**src/rtl/rx_regfile_if.sv**
```systemverilog
// UART receive line plus the register-file image and status it produces.
// master drives rx (the line side), slave is the receiver.
interface rx_regfile_if;
  logic          rx;
  logic [1023:0] reg_file;
  logic          regfile_rcv;
  logic          frame_err;
  logic          busy;

  modport master (
    output rx,
    input  reg_file, regfile_rcv, frame_err, busy
  );

  modport slave (
    input  rx,
    output reg_file, regfile_rcv, frame_err, busy
  );
endinterface

```
**src/rtl/rx_regfile.sv**
```systemverilog
// 8N1 UART receiver assembling 128 bytes into a 1024-bit register-file image.
// Optional idle-gap frame abort when RX_REGFILE_TIMEOUT_EN is defined.
module rx_regfile #(
  parameter int CLKS_PER_BIT = 104,
  parameter int TIMEOUT_CLKS = 20800
) (
  input logic         clk12,
  input logic         rstn,
  rx_regfile_if.slave bus
);
  localparam int CW   = $clog2(CLKS_PER_BIT);
  localparam int HALF = CLKS_PER_BIT / 2;

  typedef enum logic [1:0] {IDLE, START, DATA, STOP} state_t;

  state_t        state, state_n;
  logic [CW-1:0] clk_cnt, clk_n;
  logic [2:0]    bit_cnt, bit_n;
  logic [7:0]    shreg, sh_n;
  logic [6:0]    byte_count;
  logic [1023:0] regs;
  logic          rcv, ferr;
  logic          meta, rxs;
  logic          wr, bad, tmo;

  always_ff @(posedge clk12 or negedge rstn) begin
    if (!rstn) begin
      meta <= 1'b1;
      rxs  <= 1'b1;
    end else begin
      meta <= bus.rx;
      rxs  <= meta;
    end
  end

  always_comb begin
    state_n = state;
    clk_n   = clk_cnt;
    bit_n   = bit_cnt;
    sh_n    = shreg;
    wr      = 1'b0;
    bad     = 1'b0;
    unique case (state)
      IDLE: begin
        if (!rxs) begin
          state_n = START;
          clk_n   = '0;
        end
      end
      START: begin
        if (clk_cnt == CW'(HALF - 1)) begin
          clk_n   = '0;
          bit_n   = '0;
          state_n = rxs ? IDLE : DATA;
        end else begin
          clk_n = clk_cnt + 1'b1;
        end
      end
      DATA: begin
        if (clk_cnt == CW'(CLKS_PER_BIT - 1)) begin
          clk_n = '0;
          sh_n  = {rxs, shreg[7:1]};
          bit_n = bit_cnt + 1'b1;
          if (bit_cnt == 3'd7) state_n = STOP;
        end else begin
          clk_n = clk_cnt + 1'b1;
        end
      end
      STOP: begin
        if (clk_cnt == CW'(CLKS_PER_BIT - 1)) begin
          clk_n   = '0;
          state_n = IDLE;
          wr      = rxs;
          bad     = !rxs;
        end else begin
          clk_n = clk_cnt + 1'b1;
        end
      end
      default: state_n = IDLE;
    endcase
  end

`ifdef RX_REGFILE_TIMEOUT_EN
  localparam int GW = $clog2(TIMEOUT_CLKS + 1);
  logic [GW-1:0] gap;
  logic          gap_run;

  // Counts only while waiting between bytes of a partial frame.
  assign gap_run = (state == IDLE) && (byte_count != 7'd0) && rxs;
  assign tmo     = gap_run && (gap == GW'(TIMEOUT_CLKS - 1));

  always_ff @(posedge clk12 or negedge rstn) begin
    if (!rstn)        gap <= '0;
    else if (tmo)     gap <= '0;
    else if (gap_run) gap <= gap + 1'b1;
    else              gap <= '0;
  end
`else
  assign tmo = 1'b0;
`endif

  always_ff @(posedge clk12 or negedge rstn) begin
    if (!rstn) begin
      state      <= IDLE;
      clk_cnt    <= '0;
      bit_cnt    <= '0;
      shreg      <= '0;
      byte_count <= '0;
      regs       <= '0;
      rcv        <= 1'b0;
      ferr       <= 1'b0;
    end else begin
      state   <= state_n;
      clk_cnt <= clk_n;
      bit_cnt <= bit_n;
      shreg   <= sh_n;
      rcv     <= 1'b0;
      ferr    <= 1'b0;
      if (wr) begin
        regs[8*byte_count +: 8] <= shreg;
        byte_count              <= byte_count + 1'b1;
        rcv                     <= (byte_count == 7'd127);
      end else if (bad || tmo) begin
        byte_count <= '0;
        ferr       <= 1'b1;
      end
    end
  end

  assign bus.reg_file    = regs;
  assign bus.regfile_rcv = rcv;
  assign bus.frame_err   = ferr;
  assign bus.busy        = (state != IDLE) || (byte_count != 7'd0);
endmodule

```
**src/flat_wrapper.sv**
```systemverilog
// flat-port wrapper written by rule: the top's interface ports become plain ports
module rx_regfile_flat 
#(
  parameter int CLKS_PER_BIT = 104,
  parameter int TIMEOUT_CLKS = 20800
)
  (clk12, rstn, bus_rx, bus_reg_file, bus_regfile_rcv, bus_frame_err, bus_busy);
  rx_regfile_if bus_i ();
  input logic clk12;
  input logic rstn;
  input wire logic [$bits(bus_i.rx)-1:0] bus_rx;
  output wire logic [$bits(bus_i.reg_file)-1:0] bus_reg_file;
  output wire logic [$bits(bus_i.regfile_rcv)-1:0] bus_regfile_rcv;
  output wire logic [$bits(bus_i.frame_err)-1:0] bus_frame_err;
  output wire logic [$bits(bus_i.busy)-1:0] bus_busy;
  assign bus_i.rx = bus_rx;
  assign bus_reg_file = bus_i.reg_file;
  assign bus_regfile_rcv = bus_i.regfile_rcv;
  assign bus_frame_err = bus_i.frame_err;
  assign bus_busy = bus_i.busy;
  rx_regfile #(.CLKS_PER_BIT(CLKS_PER_BIT), .TIMEOUT_CLKS(TIMEOUT_CLKS)) u_core (.clk12(clk12), .rstn(rstn), .bus(bus_i));
endmodule
```
**config.mk**
```make
export PLATFORM = sky130hd
export DESIGN_NAME = rx_regfile_flat
export DESIGN_NICKNAME = d
export VERILOG_FILES = /design/src/rtl/rx_regfile_if.sv /design/src/rtl/rx_regfile.sv /design/src/flat_wrapper.sv
export SDC_FILE = /design/constraint.sdc
export NUM_CORES = 2
export LEC_CHECK = 0
export ABC_AREA = 1
export BUFFER_PORTS_ARGS = -buffer_cell sky130_fd_sc_hd__buf_4
export CAP_MARGIN = 15
export CORE_AREA = 2 2 403 405
export DETAILED_ROUTE_END_ITERATION = 6
export DIE_AREA = 0 0 405 407
export SLEW_MARGIN = 20
export SYNTH_ARGS = -nofsm -noshare
export SYNTH_HDL_FRONTEND = slang
export SYNTH_SLANG_ARGS = --single-unit
```
**constraint.sdc**
```tcl
create_clock -name clk12 -period 7.4 [get_ports clk12]
set_clock_uncertainty 0.2 [all_clocks]
set_input_delay 1.48 -clock clk12 [delete_from_list [all_inputs] [get_ports clk12]]
set_output_delay 1.48 -clock clk12 [all_outputs]
set_load 0.01 [all_outputs]
```
==> metrics.md <==
| Metric | Value |
|---|---|
| Synthesized net count | 5170 |
| Final instance area | roughly 0.058 mm^2 |
| Tcrit/Tclk final | 0.730 |
| Synth Instances | ~5200 |
| Final Slew Violations | 0 |
| VDD IR max | 0.197 mV |
| Port Buffers | roughly 1000 |
| First-pass DRT Iterations | 5 |
| Initial antenna violation count | 5 |
| Crit path cell chain | inv_2 -> ha_1 -> nand2_2 -> nor2_1 -> ha_2 -> inv_2 -> buf_4 -> nand3_4 -> inv_2 -> nand2_1 -> o21ai_0 |
| Final wirelength | 207000 um |
| Pleak | between 0.03 and 0.04 uW |
| Finished Layout Cells | approximately 8400 |
| Gr ovfl total | 0 |
| Power Density | roughly 210 mW/mm^2 |
| DP Wirelength | between 150000 and 200000 um |
| Initial Utilization | 0.276 |
| Die Wd | between 400 and 500 um |
| Die ar. | approximately 0.16 mm^2 |
| Fin crit period | between 5000 and 6000 ps |
| Number of nets in the layout | 6099 |
| Sequential area share after synthesis | 0.597 |
| Clock slew at reported path FFs | roughly 60 ps |
| Post_cts resized | 0 |
| Drt drc | 0 |
| Hold buffer count at cts | 0 |
| Iteration-0 DRC count of the detailed router | between 4000 and 5000 |
| Vias in the first global route | a little under 40000 |
| Slew margin rel. | 0.217 |
| Core area | 0.160 mm^2 |
| H-tree level count | 3 |
| Cell Area, Placed | 0.0540 mm^2 |
| Clk_lat worst skew | 740 ps |
| Post-synth EDFFs | 0 |
| Flops & latches, synth | approximately 1100 |
| Row count | between 100 and 150 |
| # Post-CTS Setup Buffers | 0 |
| Number of buffers created by CTS | about 120 |
| Count of final setup violators | 0 |
| Mapped cell area | approximately 0.044 mm^2 |
| P&R area growth vs syn | 31.7% |
| Worst Setup Start Kind | flip-flop |
| Worst EP required | 7850 ps |
| Worst Path Arrival | around 5900 ps |
| Total of max-cap violations | 0 |
| Vias/cell | 4.98 |
| Fillers | approximately 16000 |
| Final hold vios | 0 |
| Status | finished, final reports clean |
| Total global-route track usage | 0.243 |
| Fraction of layout instances using a drive strength above 1 | 0.220 |
| Critical Path Slowest Stage Cell | inv_2 |
| Synth cell types | 36 |
| Worst setup EP type | flip-flop |
| Pre-CTS WS | 2090 ps |
| Pin count of the biggest net entering global routing | 183 |
| Die height | 407 um |
| Asr flop ratio synth | 1.00 |
| WL/cell | roughly 25 um |
| Ports | between 1000 and 1500 |
| Setup TNS | 0 ps |
| First-pass GRT wire length | ~290000 um |
| Worst-Margin Slew | 1170 ps |
| DR vias | between 40000 and 50000 |
| Crit path max fanout | 30 |
| Root buf cell | clkbuf_16 |
| Worst hold path class | reg2reg |
| Ant diodes | 0 |
| RSZ-0062 raised after global routing | false |
| Critical path type | reg2reg |
| Post-route ant nets | 0 |
| CTS Sinks | about 1100 |
| GP Congestion | 0.934 |
| CP max stage delay | around 860 ps |
| PnR Total Power | ~12000 uW |
| Syn Area/Cell | ~8.6 um^2 |
| Top FF cell, synth | dfrtp_1 |
| Final setup margin | between 1500 and 2000 ps |
| Placed cells | roughly 8100 |
| Crit path top cell by count | inv_2 |
| YS warnings | 0 |
| Max Fclk | 0.185 GHz |
| Clock Path Buffers | 3 |
| CTS tree | yes |
## Yosys cell counts, drive strengths merged (6+ instances only)
cell type | n | area share
clkbuf | 113 | 0.0096
xor2 | 8 | 0.0020
buf | 160 | 0.019
or2 | 6 | 0.00085
dfrtp | 1053 | 0.60
nor2 | 404 | 0.036
nand4 | 223 | 0.034
nand2 | 2061 | 0.18
nand3 | 366 | 0.043
ha | 6 | 0.0017
nor3 | 59 | 0.0078
o21ai | 496 | 0.056
o22ai | 7 | 0.00099
inv | 189 | 0.016
## path summary, 6_finish.rpt
kind	start	end	slack, ps	cells past startpoint
hold reg to reg	u_core.meta	u_core.rxs	130	0
setup reg to reg	u_core.byte_count[0]	u_core.bus.reg_file[1002]	1990	11
hold / removal	u_core.meta	u_core.rxs	130	0
max in group asynchronous	rstn	u_core.bus.reg_file[755]	4610	3
setup / recovery	u_core.byte_count[0]	u_core.bus.reg_file[1002]	1990	11
min in group asynchronous	rstn	u_core.bus.reg_file[85]	600	1
## power by group
part / leakage [uW] / switching (uW) / internal, uW / total, uW
registers: 0.0147 / 0.868 / 5770 / 5770
logic: 0.0135 / 118 / 9.76 / 128
clock network: 0.00206 / 2630 / 3800 / 6440
total: 0.0302 / 2750 / 9580 / 12300
## cell type report
class | count | area [um^2] | share of cell area
Inverter | 189 | 724 | 0.0124
Clock buffer | 169 | 3370 | 0.0578
Clock inverter | 55 | 871 | 0.0150
Tap cell | 2160 | 2700 | 0.0464
Sequential cell | 1055 | 26400 | 0.453
Timing Repair Buffer | 1082 | 8230 | 0.141
Multi-Input combinational cell | 3644 | 15900 | 0.274
## sequential cells by signal, indices dropped and copies added (netlist names), named ones only
name,cells
u_core.bit_cnt,3
u_core.bus.frame_err,1
u_core.bus.reg_file,1024
u_core.bus.regfile_rcv,1
u_core.byte_count,7
u_core.clk_cnt,7
u_core.meta,1
u_core.rxs,1
u_core.shreg,8
u_core.state,1
## per-stage QoR
stage | hold WS [ps] | utilization
floorplan | 145 | -
global placement | 148 | 0.337
detailed placement | 148 | 0.337
CTS | 143 | 0.363
global route | 143 | 0.363
finish | 131 | 0.363
## cell families (layout without fill, tap and decap cells)
logic type / after synthesis / after routing / synth area share
buffers and inverters: 462 / 1495 / 0.0443
xor gates and xnor gates: 10 / 10 / 0.00241
and+or+nand+nor: 3120 / 3120 / 0.297
adders and majority gates: 6 / 6 / 0.00170
DFF: 1055 / 1055 / 0.597
AOI/OAI and AO/OA: 508 / 508 / 0.0579
## placed cells by master (no fill, tap or decap), drive strengths merged
cell and count:
nand2 2061, buf 1082, dfrtp 1053, o21ai 496
nor2 404, nand3 366, nand4 223, inv 191
clkbuf 169, nor3 59, clkinv 29, bufinv 18
xor2 8, o22ai 7, clkinvlp 6, ha 6
or2 6, xnor2 2, a21oi 2, dfstp 2
nor4 1, a32o 1, a22o 1, a31oi 1
## routing by layer
layer  GRT usage  vias to the layer above  part of all wire
met5           0                        -           0.00027
met4       0.104                        8             0.044
met3      0.0771                      365              0.10
met2       0.372                     2054              0.45
met1       0.317                    20600              0.41
li1            -                    18600                 -
## critical path, delay by kind of cell (launching register included)
kind / cells / cell delay, ps
flip-flops: 1 / 730
AO/OA/AOI/OAI: 1 / 360
buffers and inverters: 4 / 1730
adder cells (fa/ha/maj): 2 / 960
AND/OR/NAND/NOR: 4 / 1210
Power figures use the tool's default switching activity.
